## config.mk

```make
export PLATFORM = sky130hd
export DESIGN_NAME = muldiv_ctrl
export DESIGN_NICKNAME = d
export VERILOG_FILES = /design/src/rtl/muldiv_ctrl.sv
export SDC_FILE = /design/constraint.sdc
export NUM_CORES = 1
export LEC_CHECK = 0
export BUFFER_PORTS_ARGS = -buffer_cell sky130_fd_sc_hd__buf_2
export CORE_ASPECT_RATIO = 0.6
export CORE_MARGIN = 2
export CORE_UTILIZATION = 32
export CTS_CLUSTER_SIZE = 12
export DETAILED_ROUTE_END_ITERATION = 8
export PLACE_DENSITY = 0.58
export SKIP_LAST_GASP = 1
export SYNTH_ARGS = -nofsm -noshare
export SYNTH_HDL_FRONTEND = slang
export SYNTH_SLANG_ARGS = --single-unit
```

## constraint.sdc

```tcl
create_clock -name clk -period 2.7 [get_ports clk]
set_input_delay 0.135 -clock clk [delete_from_list [all_inputs] [get_ports clk]]
set_output_delay 0.135 -clock clk [all_outputs]
set_load 0.01 [all_outputs]
```

## src/rtl/muldiv_ctrl.sv

```systemverilog
// HI/LO sequencer: accepts HI/LO-class ops from EXE, launches the external multiplier or divider,
// and commits results into the architectural HI/LO pair. A flush discards the op in flight.
module muldiv_ctrl (
  input  logic        clk,
  input  logic        reset,
  input  logic        req_valid,
  input  logic [2:0]  req_op,
  input  logic [31:0] req_op1,
  input  logic [31:0] req_op2,
  output logic        req_ready,
  input  logic        flush,
  output logic        mul_begin,
  output logic        mul_signed,
  input  logic        mul_end,
  input  logic [63:0] mul_product,
  output logic        div_begin,
  output logic        div_signed,
  input  logic        div_end,
  input  logic [31:0] div_quot,
  input  logic [31:0] div_rem,
  output logic [31:0] unit_op1,
  output logic [31:0] unit_op2,
  output logic [31:0] hi,
  output logic [31:0] lo,
  output logic        busy,
  output logic        done
);

  typedef enum logic [1:0] {IDLE, MUL, DIV, DRAIN} state_e;

  localparam logic [2:0] OP_MULT  = 3'b000;
  localparam logic [2:0] OP_MULTU = 3'b001;
  localparam logic [2:0] OP_DIV   = 3'b010;
  localparam logic [2:0] OP_DIVU  = 3'b011;
  localparam logic [2:0] OP_MADD  = 3'b100;
  localparam logic [2:0] OP_MTHI  = 3'b101;
  localparam logic [2:0] OP_MTLO  = 3'b110;

  state_e      state_q;
  logic [2:0]  op_q;
  logic [31:0] hi_q, lo_q, op1_q, op2_q;
  logic        mul_begin_q, div_begin_q, mul_signed_q, div_signed_q, done_q;

  logic        is_mul_op, is_div_op, drain_is_div, drain_end;
  logic [63:0] madd_sum_d;

  // Accumulate with the carry out of bit 63 dropped.
  function automatic logic [63:0] wrap_add64(input logic [63:0] a, input logic [63:0] b);
    return a + b;
  endfunction

  assign is_mul_op    = (req_op == OP_MULT) || (req_op == OP_MULTU) || (req_op == OP_MADD);
  assign is_div_op    = (req_op == OP_DIV) || (req_op == OP_DIVU);
  assign drain_is_div = (op_q == OP_DIV) || (op_q == OP_DIVU);
  assign drain_end    = drain_is_div ? div_end : mul_end;
  assign madd_sum_d   = wrap_add64({hi_q, lo_q}, mul_product);

  assign req_ready  = req_valid & (state_q == IDLE) & ~flush;
  assign busy       = (state_q != IDLE) | (req_ready & (is_mul_op | is_div_op));
  assign mul_begin  = mul_begin_q;
  assign div_begin  = div_begin_q;
  assign mul_signed = mul_signed_q;
  assign div_signed = div_signed_q;
  assign unit_op1   = op1_q;
  assign unit_op2   = op2_q;
  assign hi         = hi_q;
  assign lo         = lo_q;
  assign done       = done_q;

  always_ff @(posedge clk) begin
    if (reset) begin
      state_q      <= IDLE;
      op_q         <= OP_MULT;
      hi_q         <= '0;
      lo_q         <= '0;
      op1_q        <= '0;
      op2_q        <= '0;
      mul_begin_q  <= 1'b0;
      div_begin_q  <= 1'b0;
      mul_signed_q <= 1'b0;
      div_signed_q <= 1'b0;
      done_q       <= 1'b0;
    end else begin
      mul_begin_q <= 1'b0;
      div_begin_q <= 1'b0;
      done_q      <= 1'b0;
      unique case (state_q)
        IDLE: begin
          if (req_ready) begin
            if (req_op == OP_MTHI) begin
              hi_q   <= req_op1;
              done_q <= 1'b1;
            end else if (req_op == OP_MTLO) begin
              lo_q   <= req_op1;
              done_q <= 1'b1;
            end else if (is_mul_op) begin
              op_q         <= req_op;
              op1_q        <= req_op1;
              op2_q        <= req_op2;
              mul_signed_q <= (req_op != OP_MULTU);
              mul_begin_q  <= 1'b1;
              state_q      <= MUL;
            end else if (is_div_op) begin
              op_q         <= req_op;
              op1_q        <= req_op1;
              op2_q        <= req_op2;
              div_signed_q <= (req_op == OP_DIV);
              div_begin_q  <= 1'b1;
              state_q      <= DIV;
            end
          end
        end
        MUL: begin
          if (flush) begin
            state_q <= mul_end ? IDLE : DRAIN;
          end else if (mul_end) begin
            if (op_q == OP_MADD) begin
              {hi_q, lo_q} <= madd_sum_d;
            end else begin
              {hi_q, lo_q} <= mul_product;
            end
            done_q  <= 1'b1;
            state_q <= IDLE;
          end
        end
        DIV: begin
          if (flush) begin
            state_q <= div_end ? IDLE : DRAIN;
          end else if (div_end) begin
            // Divide by zero leaves HI/LO untouched but still completes.
            if (op2_q != 32'd0) begin
              lo_q <= div_quot;
              hi_q <= div_rem;
            end
            done_q  <= 1'b1;
            state_q <= IDLE;
          end
        end
        DRAIN: begin
          if (drain_end) begin
            state_q <= IDLE;
          end
        end
        default: state_q <= IDLE;
      endcase
    end
  end

endmodule

```

; ---- Word-level counts from Yosys, hierarchy flattened
; Index checks and enable logic that the tools add are counted.
[word_totals]
reg_bits = 138
in_bits = 201
[op_classes]
addsub = 1
mux = 49
eq_ne = 27
bitwise_logic = 11
reduce_logical = 18
[ops]
columns = op, n
row1 = 32-bit two-way mux, 21
row2 = 32-bit one-hot mux with 3 select lines, 2
row3 = 64-bit adder, 1
row4 = 32-bit nonzero test, 1
row5 = 2-bit two-way mux, 12
row6 = "2-bit inequality test, second input constant", 9
row7 = "3-bit by 2-bit == test with 1-bit output, second input constant", 4
row8 = "3-bit == test, second input constant", 4
row9 = 1-bit two-way mux, 10
row10 = 5-bit AND reduction, 2
row11 = "3-bit inequality test, second input constant", 3
row12 = 9-bit AND reduction, 1
row13 = 2-bit one-hot mux with 4 select lines, 1
row14 = 8-bit AND reduction, 1
row15 = 7-bit AND reduction, 1
row16 = 3-bit two-way mux, 2
row17 = 1-bit inverter, 6
row18 = 6-bit AND reduction, 1
row19 = 6-bit OR reduction, 1
row20 = 5-bit OR reduction, 1
row21 = "2-bit == test, second input constant", 2
row22 = 1-bit logical OR, 4
row23 = "2-bit by 1-bit inequality test with 1-bit output, second input constant", 2
row24 = 2-bit nonzero test, 2
row25 = 9 further kinds, 12

; ---- Depth between registers and ports, before layout
; Gate-level depths: netlist of run 1.
[depth]
ltp_word = 8
ltp_mapped = 14

; ---- Worst setup path before layout of run 1
; OpenSTA, ideal clock, no wires.
[synth_timing]
kind = register -> register
start = register lo_q[26] (netlist: lo[26])
end = register hi_q[27] (netlist: hi[27])
slack_ns = -0.238
arrival_time_ns = 2.837
required_ns = 2.599
stages_incl_launch_ff = 13
path_buffers = 1
setup_ns = 0.101
cell_sequence = dfxtp_1 > ha_1 > buf_6 > a21o_1 > o21bai_4 > a2111o_1 > a221o_1 > o2111ai_2 > nand3_2 > a221oi_4 > xnor2_1 > a22oi_2 > o41ai_1
[synth_via]
elab_chain_len = 5
[synth_lines]
columns = item, line
row1 = from (decl), 41  ; logic [31:0] hi_q, lo_q, op1_q, op2_q;
row2 = from (signal assigned), 94  ; lo_q <= req_op1;
row3 = from (signal assigned), 118  ; {hi_q, lo_q} <= madd_sum_d;
row4 = from (signal assigned), 120  ; {hi_q, lo_q} <= mul_product;
row5 = 64-bit adder, 49  ; return a + b;
row6 = 32-bit two-way mux, 117  ; if (op_q == OP_MADD) begin
row7 = 32-bit two-way mux, 116  ; end else if (mul_end) begin
row8 = 32-bit two-way mux, 114  ; if (flush) begin
row9 = 32-bit one-hot mux with 3 select lines, 87  ; unique case (state_q)
row10 = to (signal assigned), 91  ; hi_q <= req_op1;
row11 = to (signal assigned), 118
row12 = to (signal assigned), 120
row13 = to (decl), 41
; No other way between the ends. The select of a mux whose other input is x is not followed.
; A chain may end at the register's enable or synchronous reset.

; ---- Final worst setup path of run 1
[layout_timing]
start = register lo_q[0] (netlist: lo[0])
end = register hi_q[14] (netlist: hi[14])
; Same word-level chain as after synthesis.

==> run summary, run 1 <==
The run finished, with violations left. The final reports fail on negative hold slack, negative setup slack. Critical path startpoint: lo[0]. The area growth from synthesis to layout is 65.0%.

The top cell type's share of synthesized area came out at 26.1%. The I/O pin count was 336; the register clock-pin slew on the reported worst setup and hold paths was 0.08 ns. Counting both buffers and inverters, the worst setup path holds a total of 0. The run gives 14281 as the total vias in the final route.

The later pin in the worst-skew pair is clocked with a latency of 0.47 ns. The kind of critical path was flop to flop. After synthesis, the cell types taking the most area are dfxtp_1 (26%), nand2_1 (12%), a21oi_1 (9.1%), ha_1 (7.9%), nor2_1 (4.5%).

The number of antenna violations at the first check in global routing is 2, and the count of flip-flops with a built-in enable after synthesis is 0. For the pin with the worst max-slew slack, the measured transition is 0.882 ns. Sum of net half-perimeters after detailed placement: 44.0 mm. During synthesis, Yosys emitted a total of 0 warnings. TritonCTS created 17 clock buffers. The logs give 1 for the final hold violation count and 0.0174 mm^2 for the post-route cell area. For the instance area after placement, the log shows 0.0148 mm^2. The time the final worst path needs with I/O delays and setup works out to 3.03 ns. The origin of the critical flop-to-flop path was lo[0]. Number of global-route vias before repair: 13572. The most instantiated flip-flop cell in the synthesis netlist was dfxtp_1. The final layout contains 2402 nets. The critical-path maximum fanout is 4, and the total number of H-tree levels is 4. The clock passes through at most 2 buffers. The remaining global-route overflow came out at 0.

The detailed router's first-iteration violation count came out at 1263. The post-route worst hold slack is -0.00674 ns, and the logic depth of the worst register-to-register path is 12. The final critical-path setup slack came out at -0.332 ns. The logs give 53.7% for the final core area utilization and 1.02 for the routability congestion estimate. The worst voltage drop across the vdd grid is 0.000491 V, and the data arrival time of the critical path is 3.40 ns. For this run, the top clock speed supported by timing is 330 MHz. The number of cells on the critical path works out to 12. The worst setup path is launched from a flop. For the count of max-cap constraint violations, the log shows 0.

The largest individual stage delay along the critical path comes from the cell o32a_1. The finished layout holds 2572 standard cells, fillers aside. Die boundary width: 239 um.

The ratio of routed vias to standard cells works out to 5.55. The tools report the root buffer cell as clkbuf_16. In this design, the stage delay of the slowest critical-path cell is 0.41 ns.

TritonCTS built the clock tree. After synthesis, the netlist uses 81 different library cells. For this configuration, the core starts out at a cell density of 32.5%. The run gives 2441 as the cell total after placement. The count of buffers inserted at the top-level ports is 335, and the area of the placeable core is 0.0325 mm^2. The setup slack on the worst flop-to-flop path is -0.33 ns. For this design the static power due to leakage is 0.00785 uW.

The netlist area before placement is 0.0106 mm^2. Number of nets in the synthesized netlist: 1753. Synthesis produced a netlist whose cell count is 1484. The number of synthesized register bits is 138. The power consumption is 18600 uW, and the share of layout cells above drive strength 1 is 41.5%. The average footprint of a synthesized cell came out at 7.12 um^2. The worst hold path belongs to the class primary input to flop. Dividing the final minimum period by the clock period gives 112%. The synthesized netlist devotes 31.6% of its cell area to compound gates.

After detailed routing, the average wire length per cell comes to 22.4 um. For the largest net degree at the start of global routing, the log shows 77. The tools report the terminus of the critical flop-to-flop path as hi[14].

Setup repair after global routing could not meet its margin everywhere. STA classifies the critical path endpoint as a flop. The synthesized-area fraction occupied by adder cells is 8.12%, and the final wirelength is 57.5 mm.

The first global-routing pass estimated 82.2 mm of wire. Walking the worst path, the cells encountered are ha_4 -> fa_2 -> a211oi_4 -> o21ai_2 -> nand4b_1 -> nand3_2 -> and2_4 -> o32a_1 -> a21oi_2 -> xnor2_1 -> nand2_1 -> o41ai_2. Across the routed clock network, the largest skew measured is 0.0153 ns.

The logs give -4.88 ns for the final total negative setup slack and 29 for the final-report setup violation count. The portion of netlist area occupied by mux cells is 0.379%, and the detailed-router iteration count before antenna repair is 7. The floorplan has 51 rows. The critical path ends at hi[14]. CTS saw 138 sinks.

The remaining antenna violation count after routing was 0. Worst endpoint required time: 3.06 ns. Category of cells accounting for the largest share of critical-path delay: compound AO/OA/AOI/OAI gates. The die outline area is 0.0345 mm^2, and the XOR/XNOR share of the synthesized area is 4.56%.

The die is 145 um tall. The worst pin sits at a relative slew slack of 41.2%. The largest family of logic cells by synthesized area is compound AO/OA/AOI/OAI gates.

The top cell type by total area after synthesis was dfxtp_1. The area share of and/or/nand/nor cells after synthesis is 24.6%, and the DRC violations left is 0. For this run, the register share of the synthesized area comes to 26.1%. Global routing used 31.8% of the available tracks. After synthesis, the share of flip-flops with an asynchronous set or reset is 0%. The power density over cell area was 1070 mW/mm^2; the max-slew violation count was 0.
layout make-up:
| cell class | count | area (um^2) |
|---|---|---|
| Antenna cell | 2 | 5.00 |
| Clock buffer | 17 | 425 |
| Clock inverter | 15 | 194 |
| Fill cell | 3089 | 15000 |
| Inverter | 24 | 90.1 |
| Multi-Input combinational cell | 1224 | 8480 |
| Sequential cell | 138 | 2790 |
| Tap cell | 424 | 531 |
| Timing Repair Buffer | 728 | 4920 |
cells in the final DEF, fill, tap and decap left out, drive strengths merged, types with 7 or more instances in the layout:
cell | Yosys | final
a21o | 34 | 34
nand3 | 20 | 20
clkbuf | 84 | 17
a221o | 13 | 13
nor2 | 127 | 127
dlygate4sd3 | 0 | 70
a311oi | 29 | 29
a31oi | 14 | 14
nor2b | 9 | 9
a22oi | 7 | 7
o211ai | 11 | 11
o41ai | 7 | 7
ha | 67 | 67
a221oi | 22 | 22
a21oi | 193 | 193
or3 | 7 | 7
nand2b | 13 | 13
xor2 | 20 | 20
buf | 14 | 658
o2111ai | 9 | 9
inv | 23 | 30
nor3 | 27 | 27
nor4 | 12 | 12
nand2 | 331 | 331
xnor2 | 35 | 35
o21ai | 69 | 69
dfxtp | 138 | 138
clkinv | 1 | 9
a211oi | 16 | 16
and2 | 8 | 8
o32ai | 9 | 9
nand4 | 20 | 20
o21bai | 19 | 19
worst min path at each step:
stage                      start  slack [ns]            to  cells past startpoint
floorplan              req_op[0]        0.24    div_signed                      1
global placement     req_op2[29]        0.38  unit_op2[29]                      3
detailed placement   req_op2[30]        0.38  unit_op2[30]                      3
CTS                 div_quot[26]       0.003        lo[26]                      3
global route        div_quot[26]        0.02        lo[26]                      3
finish              div_quot[26]      -0.007        lo[26]                      3
synth_stat cells, types with 9 or more instances:
master    instances
a211oi_1         13
a21o_1           34
a21oi_1         193
a221o_1          13
a221oi_1         20
a311oi_1         29
a31oi_1          13
clkbuf_1         84
dfxtp_1         138
ha_1             67
inv_1            20
nand2_1         330
nand2b_1         13
nand3_1          19
nand4_1          20
nor2_1          127
nor2b_1           9
nor3_1           27
nor4_1           12
o211ai_1         11
o21ai_0          45
o21ai_1          24
o21bai_1         17
o32ai_1           9
xnor2_1          35
xor2_1           20
per-stage QoR:
stage                     setup WS, ns  hold slack (ns)
after floorplan                 -0.112            0.245
after global placement          -0.304            0.376
after detailed placement        -0.381            0.381
after CTS                       -0.261          0.00295
after global routing            -0.423           0.0171
final                           -0.332         -0.00674
per-layer routing:
metal	vias to the layer above	GRT usage (%)	part of all wire, %
met1	6826	45.0	46
met4	2	10.3	2.7
li1	6708	-	-
met3	71	12.3	12
met2	674	43.6	40
met5	-	0	0.028
power by group:
group | switching, uW | internal [uW] | leakage, uW
clock network | 1270 | 1260 | 0.000300
registers | 447 | 2570 | 0.00113
logic | 7240 | 5800 | 0.00642
total | 8960 | 9640 | 0.00785
cells by family (layout without fill, tap and decap cells):
family	Yosys count	in the layout
AND/OR/NAND/NOR	599	599
XOR/XNOR	55	55
buffers and inverters	122	784
adder cells (fa/ha/maj)	68	68
other	0	2
flip-flops	138	138
multiplexers	4	4
AO/OA/AOI/OAI	498	498
repair_timing:
action | 4_1_cts | 5_1_grt
gates resized for setup | 115 | 105
hold endpoints to repair | 72 | 0
pin swaps | 58 | 79
hold buffers | 70 | 0
setup buffers | 12 | 22
endpoints found under the setup margin | 45 | 53
worst register-to-register path: stages (launching register included):
cell and delay (ns):
dfxtp_2 0.34, ha_4 0.16, fa_2 0.38, a211oi_4 0.29, o21ai_2 0.10, nand4b_1 0.22
nand3_2 0.17, and2_4 0.19, o32a_1 0.41, a21oi_2 0.17, xnor2_1 0.15, nand2_1 0.12
o41ai_2 0.22
sequential cells by signal (all words and copies together), names as in the netlist:
| name | cells |
|---|---|
| hi | 32 |
| lo | 32 |
| unit_op1 | 32 |
| unit_op2 | 32 |
| op_q | 3 |
| state_q | 2 |
| div_begin | 1 |
| div_signed | 1 |
| done | 1 |
| mul_begin | 1 |
| mul_signed | 1 |
Power figures use the tool's default switching activity.
==> inputs of run 2 (changes only) <==
--- a/config.mk
+++ b/config.mk
@@ -11,7 +11,7 @@
 export CORE_UTILIZATION = 32
 export CTS_CLUSTER_SIZE = 12
 export DETAILED_ROUTE_END_ITERATION = 8
-export PLACE_DENSITY = 0.58
+export PLACE_DENSITY = 0.56
 export SKIP_LAST_GASP = 1
 export SYNTH_ARGS = -nofsm -noshare
 export SYNTH_HDL_FRONTEND = slang
==> constraint.sdc (replaced) <==
create_clock -name clk -period 3.5 [get_ports clk]
set_input_delay 0.175 -clock clk [delete_from_list [all_inputs] [get_ports clk]]
set_output_delay 0.175 -clock clk [all_outputs]
set_load 0.01 [all_outputs]
==> run 2 against run 1 <==
The run now ends clean. Final area is 19% lower. Hold slack better by 0.036 ns. Wire length is 7.9% lower. Sequential share of layout area increased by 3.6 points. Highest routed layer unchanged.
==> run summary, run 2 (synthesis gave the netlist of run 1 again) <==
The wire length of the first global-routing pass is 76.6 mm (-6.9%), and the remaining global-route overflow is 0 (unchanged). Kind of critical path: flop to flop. The number of antenna violations at the first check in global routing was 3 (+1); the DRC violations left was 0 (unchanged). The worst voltage drop across the vdd grid came out at 0.000333 V (-32%). The height of the die was 145 um (unchanged); the sum of buffers and inverters on the critical path was 0 (unchanged). The time the final worst path needs with I/O delays and setup was 3.35 ns (+0.314 ns); the total clock sinks was 138 (unchanged).

The tools report the setup slack on the worst flop-to-flop path as 0.15 ns (+0.49 ns). The clock latency at the later pin of the worst-skew pair was 0.46 ns (about the same); the routability congestion estimate was 1.00 (-1.7%). The cell row count was 51 (unchanged).

Final critical-path share of the clock period: 95.6% (-17 points). The post-route cell area came out at 0.0141 mm^2 (-19%). The final worst clock skew is 0.0205 ns (+0.00517 ns). The final hold violation count was 0 (-1).

The global-route usage over all layers was 29.9% (-2.0 points); the ratio of routed vias to standard cells was 5.70 (+2.7%). The headroom to the max-slew limit came out at 30.8% (-10 points). The worst hold path belongs to the class primary input to flop. The logic depth of the worst register-to-register path was 12 (unchanged).

The area overhead of the layout relative to synthesis works out to 33.3%. The commonest non-fill, non-tap cell in the layout is buf_2. The sum of net half-perimeters after detailed placement came out at 41.8 mm (-5.0%).

The area occupied by registers is 0.00276 mm^2 (-0.90%), and the biggest cell delay along the critical path is 0.44 ns (+0.03 ns). TritonCTS built the clock tree. The cell depth of the worst hold path works out to 3 (unchanged). The static leakage power was 0.00622 uW (-21%); the instance area after placement was 0.0128 mm^2 (-13%). The run gives 0 ns (+4.88 ns) as the final total negative setup slack. The CTS buffer count was 17 (unchanged); the max-slew violation count was 0 (unchanged).

The initial cell density of the core was 32.5% (unchanged). STA classifies the critical path startpoint as a flop. The register clock-pin slew on the reported worst setup and hold paths is 0.07 ns (about the same). The run gives 13076 (-8.4%) as the total vias in the final route. Power density over cell area: 805 mW/mm^2 (-25%). Area of combinational cells with multiple inputs: 0.00736 mm^2 (-13%). The total number of H-tree levels was 4 (unchanged).

On the critical path the largest part of the delay comes from compound AO/OA/AOI/OAI gates. The critical-path maximum fanout came out at 4 (unchanged). The data arrival time of the critical path is 3.65 ns (+0.25 ns), and the final critical-path setup slack is 0.154 ns (+0.486 ns). The remaining antenna violation count after routing came out at 0 (unchanged). The count of max-cap constraint violations is 0 (unchanged). Terminus of the critical flop-to-flop path: hi[16]. The worst setup slack before clock tree synthesis is 0.140 ns (+0.521 ns). The die outline area was 0.0345 mm^2 (unchanged). The logs give 43.4% (-10 points) for the final core area utilization and 0.0325 mm^2 (unchanged) for the area of the placeable core. For the filler cell count in the final layout, the log shows 3381 (+9.5%). The tools report the maximum clock rate as 299 MHz (-9.4%). The worst hold path begins at req_op1[8]. The run finished with clean final reports. The share of layout cells above drive strength 1 was 24.2% (-17 points).

The root buffer cell is clkbuf_16. The count of buffers inserted at the top-level ports came out at 335 (unchanged). The worst setup path is captured at a flop.

The largest individual stage delay along the critical path comes from the cell fa_1. The tools report the final wirelength as 52.9 mm (-7.9%). The run gives 1531 (+21%) as the detailed router's first-iteration violation count. The startpoint identified for the worst register-to-register timing path is lo[0]. The worst-margin pin slew was 1.03 ns (+0.152 ns); the I/O pin count was 336 (unchanged). The largest buffer count on any clock path was 2 (unchanged); the final-report setup violation count was 0 (-100%). The top cell types in the final layout, fill and taps aside, are buf_2 (334), nand2_1 (328), a21oi_1 (191), dfxtp_1 (138), nor2_1 (126). The number of nets in the finished design is 2123 (-12%), and the detailed-router iteration count before antenna repair is 5 (-2). The die boundary width was 239 um (unchanged). The path with the worst hold slack has its endpoint at unit_op1[8].

Setup repair after global routing could not meet its margin everywhere. The largest net degree at the start of global routing was 69 (-10%); the worst endpoint required time was 3.80 ns (+0.74 ns). The detailed-route wire length per cell is 23.1 um (+3.3%). Walking the worst path, the cells encountered are ha_1 -> fa_1 -> a211oi_2 -> o21ai_2 -> nand4b_1 -> o211ai_1 -> o21a_1 -> a41oi_2 -> o21ai_1 -> a21oi_1 -> xor2_1 -> o32ai_1.

For the number of global-route vias before repair, the log shows 11943 (-12%).
## run 2: changes by cell type in the layout (fill, tap and decap cells not counted), sizes merged
cell / change
buf: -273
dlygate4sd3: -6
## run 2: stage by stage
step                total power (uW)  hold slack (ns)  instances
CTS                            11200         0.000499       2290
global route                   12100           0.0412       2293
finish                         11300           0.0296       2293
detailed placement              9140            0.420       2194
global placement                9180            0.416       2194
floorplan                       6640            0.285       1484
## run 2: cell type report
cell class | count | area share [%]
Multi-Input combinational cell | 1224 | 52.3
Antenna cell | 2 | 0.0355
Sequential cell | 138 | 19.6
Clock inverter | 15 | 1.34
Tap cell | 424 | 3.77
Inverter | 24 | 0.640
Clock buffer | 17 | 3.02
Timing Repair Buffer | 449 | 19.3
## run 2: worst min-delay path: stages
cell	delay (ns)
buf_2	0.14
nand2_1	0.06
a21oi_1	0.05
## run 2: layer usage
layer	wire length, um	global-route usage (%)
met4	1280	8.68
met5	13	0
met2	20300	38.9
met3	6380	12.3
met1	25000	43.6
## run 2: power breakdown
part           switching (uW)  leakage (uW)  total [uW]  internal, uW
logic                    4540       0.00480        7080          2540
registers                 382       0.00112        2340          1960
clock network             940      0.000298        1910           972
total                    5860       0.00622       11300          5480
## run 2: how the worst max path moves through the flow
stage	startpoint	end	slack, ns	cells after the start
2_1_floorplan	lo[26]	hi[27]	0.56	12
3_3_place_gp	lo[24]	hi[27]	0.12	11
3_5_place_dp	lo[24]	hi[27]	0.14	11
4_1_cts	lo[24]	hi[27]	0.10	11
5_1_grt	lo[0]	hi[30]	-0.003	12
6_report	lo[0]	hi[16]	0.15	12
## run 2: what timing repair did
| item | 4_1_cts | 5_1_grt |
|---|---|---|
| gates resized for setup | 0 | 3 |
| hold buffers | 64 | 0 |
| setup endpoints to repair | 0 | 13 |
| hold endpoints to repair | 64 | 0 |
| setup buffers | 0 | 1 |
==> inputs of run 3 (changes only) <==
--- a/config.mk
+++ b/config.mk
@@ -5,13 +5,14 @@
 export SDC_FILE = /design/constraint.sdc
 export NUM_CORES = 1
 export LEC_CHECK = 0
+export ABC_AREA = 1
 export BUFFER_PORTS_ARGS = -buffer_cell sky130_fd_sc_hd__buf_2
 export CORE_ASPECT_RATIO = 0.6
 export CORE_MARGIN = 2
-export CORE_UTILIZATION = 32
+export CORE_UTILIZATION = 30
 export CTS_CLUSTER_SIZE = 12
 export DETAILED_ROUTE_END_ITERATION = 8
-export PLACE_DENSITY = 0.56
+export PLACE_DENSITY = 0.52
 export SKIP_LAST_GASP = 1
 export SYNTH_ARGS = -nofsm -noshare
 export SYNTH_HDL_FRONTEND = slang
==> constraint.sdc (replaced) <==
create_clock -name clk -period 3.5 [get_ports clk]
set_input_delay 0.525 -clock clk [delete_from_list [all_inputs] [get_ports clk]]
set_output_delay 0.525 -clock clk [all_outputs]
set_load 0.01 [all_outputs]
==> run 3 against run 2 <==
Sequential power rose by 7%. Area after synthesis rose by 18%. Clock skew fell by 0.0044 ns. Critical path depth rose by 6. Wire length rose by 28%.
==> run summary, run 3 <==
The leading cell type by number of instances after synthesis is nand2_1. The CTS buffer count came out at 17 (unchanged). The library cell used most frequently in the layout, excluding fill and tap cells, is nand2_1. The time the final worst path needs with I/O delays and setup is 3.30 ns (-0.0434 ns), and the DRC violations left is 0 (unchanged).

The final-report setup violation count is 0 (unchanged). The I/O pin count is 336 (unchanged), and the worst-margin pin slew is 0.857 ns (-0.177 ns). For the cell row count, the log shows 57 (+12%). The run gives 2336 (+57%) as the number of instances in the synthesized netlist.

The area share of and/or/nand/nor cells after synthesis came out at 40.1% (+15 points). The worst hold-check path type is primary input to flop. The detailed router's first-iteration violation count was 1674 (+9.3%). After synthesis, the largest family of logic cells by area is simple AND/OR/NAND/NOR gates.

The area of the placeable core came out at 0.0408 mm^2 (+26%). The logs give 3.83 ns (+0.03 ns) for the worst endpoint required time and 0 (-100%) for the cts-stage hold buffer count. The setup slack on the worst flop-to-flop path is 0.20 ns (+0.04 ns), and the height of the die is 162 um (+12%).

TritonCTS built the clock tree. The logs give 0.301 ns (+0.271 ns) for the post-route worst hold slack and 0 (unchanged) for the Yosys warning count. The final critical-path share of the clock period was 94.3% (-1.2 points); the synthesized-area fraction occupied by adder cells was 6.86% (-1.3 points). The logs give 55.8 mm (+33%) for the sum of net half-perimeters after detailed placement and 0 (unchanged) for the final hold violation count. The routability congestion estimate was 0.998 (-0.42%); the share of async-settable or async-resettable flops after synthesis was 0% (unchanged). From synthesis to final layout, the design area changed by 23.5%.

The final wirelength is 67.8 mm (+28%). Number of gates resized after cts: 0 (unchanged). Sorting the synthesized cells by area gives the leading types as nand2_1 (24%), dfxtp_1 (22%), nor2_1 (11%), inv_1 (11%), o21ai_0 (7.4%).

The number of synthesized register bits is 138 (unchanged). The run gives 42.9% (+12 points) as the headroom to the max-slew limit. XOR/XNOR share of the synthesized area: 2.17% (-2.4 points). The fraction of the mapped netlist area in compound gates was 15.7% (-16 points); the total vias in the final route was 16058 (+23%). The remaining antenna violation count after routing was 0 (unchanged); the netlist area before placement was 0.0125 mm^2 (+18%). The logs give 30 (-63%) for the number of unique standard cell types used by synthesis and 0.0434 mm^2 (+26%) for the die outline area.

In the layout the commonest cells are nand2_1 (800), nor2_1 (360), inv_1 (350), buf_2 (335), o21ai_0 (184). The detailed-router iteration count before antenna repair was 6 (+1). The logs give 0.00866 uW (+39%) for the static leakage power and 2 (unchanged) for the largest buffer count on any clock path. The commonest cells after synthesis are nand2_1 (800), nor2_1 (360), inv_1 (351), o21ai_0 (184), a21oi_1 (158).

STA classifies the critical path startpoint as a flop. The number of nets in the finished design was 2912 (+37%). For the number of global-route vias before repair, the log shows 14701 (+23%). The largest net degree at the start of global routing is 79 (+14%), and the data arrival time of the critical path is 3.63 ns (-0.02 ns). For the total clock sinks, the log shows 138 (unchanged). The critical-path maximum fanout was 4 (unchanged); the portion of netlist area occupied by mux cells was 0% (-0.38 points). The critical path is of the flop to flop type. Number of antenna violations at the first check in global routing: 8 (+5). STA classifies the critical path endpoint as a flop. The clock latency at the later pin of the worst-skew pair is 0.46 ns (about the same), and the count of max-cap constraint violations is 0 (unchanged).

Final worst clock skew: 0.0161 ns (-0.00442 ns). The final core area utilization came out at 37.9% (-5.5 points). Setup repair after global routing left no endpoint under its margin. The tools report the wire length of the first global-routing pass as 96.8 mm (+26%). The ratio of routed vias to standard cells was 4.99 (-13%); the count of flip-flops with a built-in enable after synthesis was 0 (unchanged). The tools report the register area share after synthesis as 22.1% (-4.1 points).

The total number of H-tree levels is 4 (unchanged), and the die boundary width is 268 um (+12%). The remaining global-route overflow was 0 (unchanged). The flow ran to the end, and the final reports show no timing, DRC or antenna violations. The max-slew violation count was 0 (unchanged). The top cell type by total area after synthesis is nand2_1.

The run gives 0.0149 mm^2 (+16%) as the instance area after placement. The run gives 2605 (+49%) as the number of nets in the synthesized netlist. The initial cell density of the core is 30.7% (-1.8 points), and the top cell type's share of synthesized area is 24.0% (-2.2 points). The run gives 30.6% (+0.74 points) as the global-route usage over all layers. In the synthesized netlist the dominant register cell turns out to be dfxtp_1.

For the number of post-CTS setup repair buffers, the log shows 0 (unchanged). Power density over cell area: 857 mW/mm^2 (+6.5%). The maximum clock rate was 303 MHz (+1.3%).

The count of buffers inserted at the top-level ports is 335 (unchanged). Share of layout cells above drive strength 1: 15.6% (-8.6 points). The average footprint of a synthesized cell is 5.36 um^2 (-25%).

The tools report the root buffer cell as clkbuf_16. The register clock-pin slew on the reported worst setup and hold paths came out at 0.07 ns (about the same). The detailed-route wire length per cell is 21.0 um (-8.9%), and the worst voltage drop across the vdd grid is 0.000485 V (+46%).

The tools report the post-route cell area as 0.0155 mm^2 (+9.8%).
[run 3: cell count changes after synthesis, sizes merged, moves of 34 or more]
| cell | change |
|---|---|
| o21ai | +131 |
| inv | +333 |
| nor2 | +233 |
| a21o | -34 |
| nand2 | +469 |
| nand3 | +64 |
[run 3: area by class of cell]
class / instances / area [um^2]
diodes: 5 / 12.5
inverters: 358 / 1350
repair buffers: 366 / 1930
flip-flops and latches: 138 / 2760
clock inverters: 15 / 171
multi-input cells: 1762 / 8110
well taps: 560 / 701
fillers: 4785 / 25300
clock buffers: 17 / 425
[run 3: path summary, 6_finish.rpt]
path,cells after the start,end,from
hold reg to reg,2,mul_signed,mul_signed
hold / removal,2,div_signed,req_op[0]
setup / recovery,18,hi[12],lo[0]
setup reg to reg,18,hi[12],lo[0]
[run 3: per-layer routing]
layer / GRT usage (%) / part of all wire, % / vias up
li1: - / - / 7858
met1: 47.1 / 49 / 7429
met2: 39.2 / 37 / 714
met3: 10.4 / 12 / 51
met4: 7.06 / 1.7 / 6
met5: 3.04 / 0.29 / -
[run 3: cells by family (layout without fill, tap and decap cells)]
logic type,after synthesis,in the layout
buffers and inverters,436,756
adder cells (fa/ha/maj),68,68
AO/OA/AOI/OAI,377,377
flip-flops,138,138
other,0,5
XOR/XNOR,31,31
AND/OR/NAND/NOR,1286,1286
[run 3: worst max-delay path, cell delays in order, from the launching register on]
cell and delay, ns:
dfxtp_1 0.33, ha_1 0.31, fa_1 0.50, nand3_1 0.12, nand3_1 0.14, nand2_1 0.11
nand2_1 0.21, nand2_1 0.12, nand2_1 0.20, nand2_1 0.11, nand2_1 0.29, nand2_1 0.27
nand2_1 0.07, nand2_1 0.06, nand3_1 0.08, nand2_1 0.09, nand2_1 0.05, nand2_1 0.06
a21oi_1 0.07
[run 3: power breakdown]
part / internal (uW) / total [uW] / switching, uW / leakage [uW]
logic: 2510 / 8790 / 6280 / 0.00724
clock network: 964 / 1950 / 991 / 0.000285
registers: 2030 / 2500 / 470 / 0.00113
[run 3: metrics by stage]
step / instances / setup WS [ns] / TNS [ns] / power (uW)
6_report: 3221 / 0.198 / 0 / 13300
5_1_grt: 3221 / 0.0774 / 0 / 14200
4_1_cts: 3216 / 0.333 / 0 / 13100
3_5_place_dp: 3184 / 0.0243 / 0 / 11100
3_3_place_gp: 3184 / -0.0327 / -0.0327 / 11100
2_1_floorplan: 2336 / 1.15 / 0 / 7600
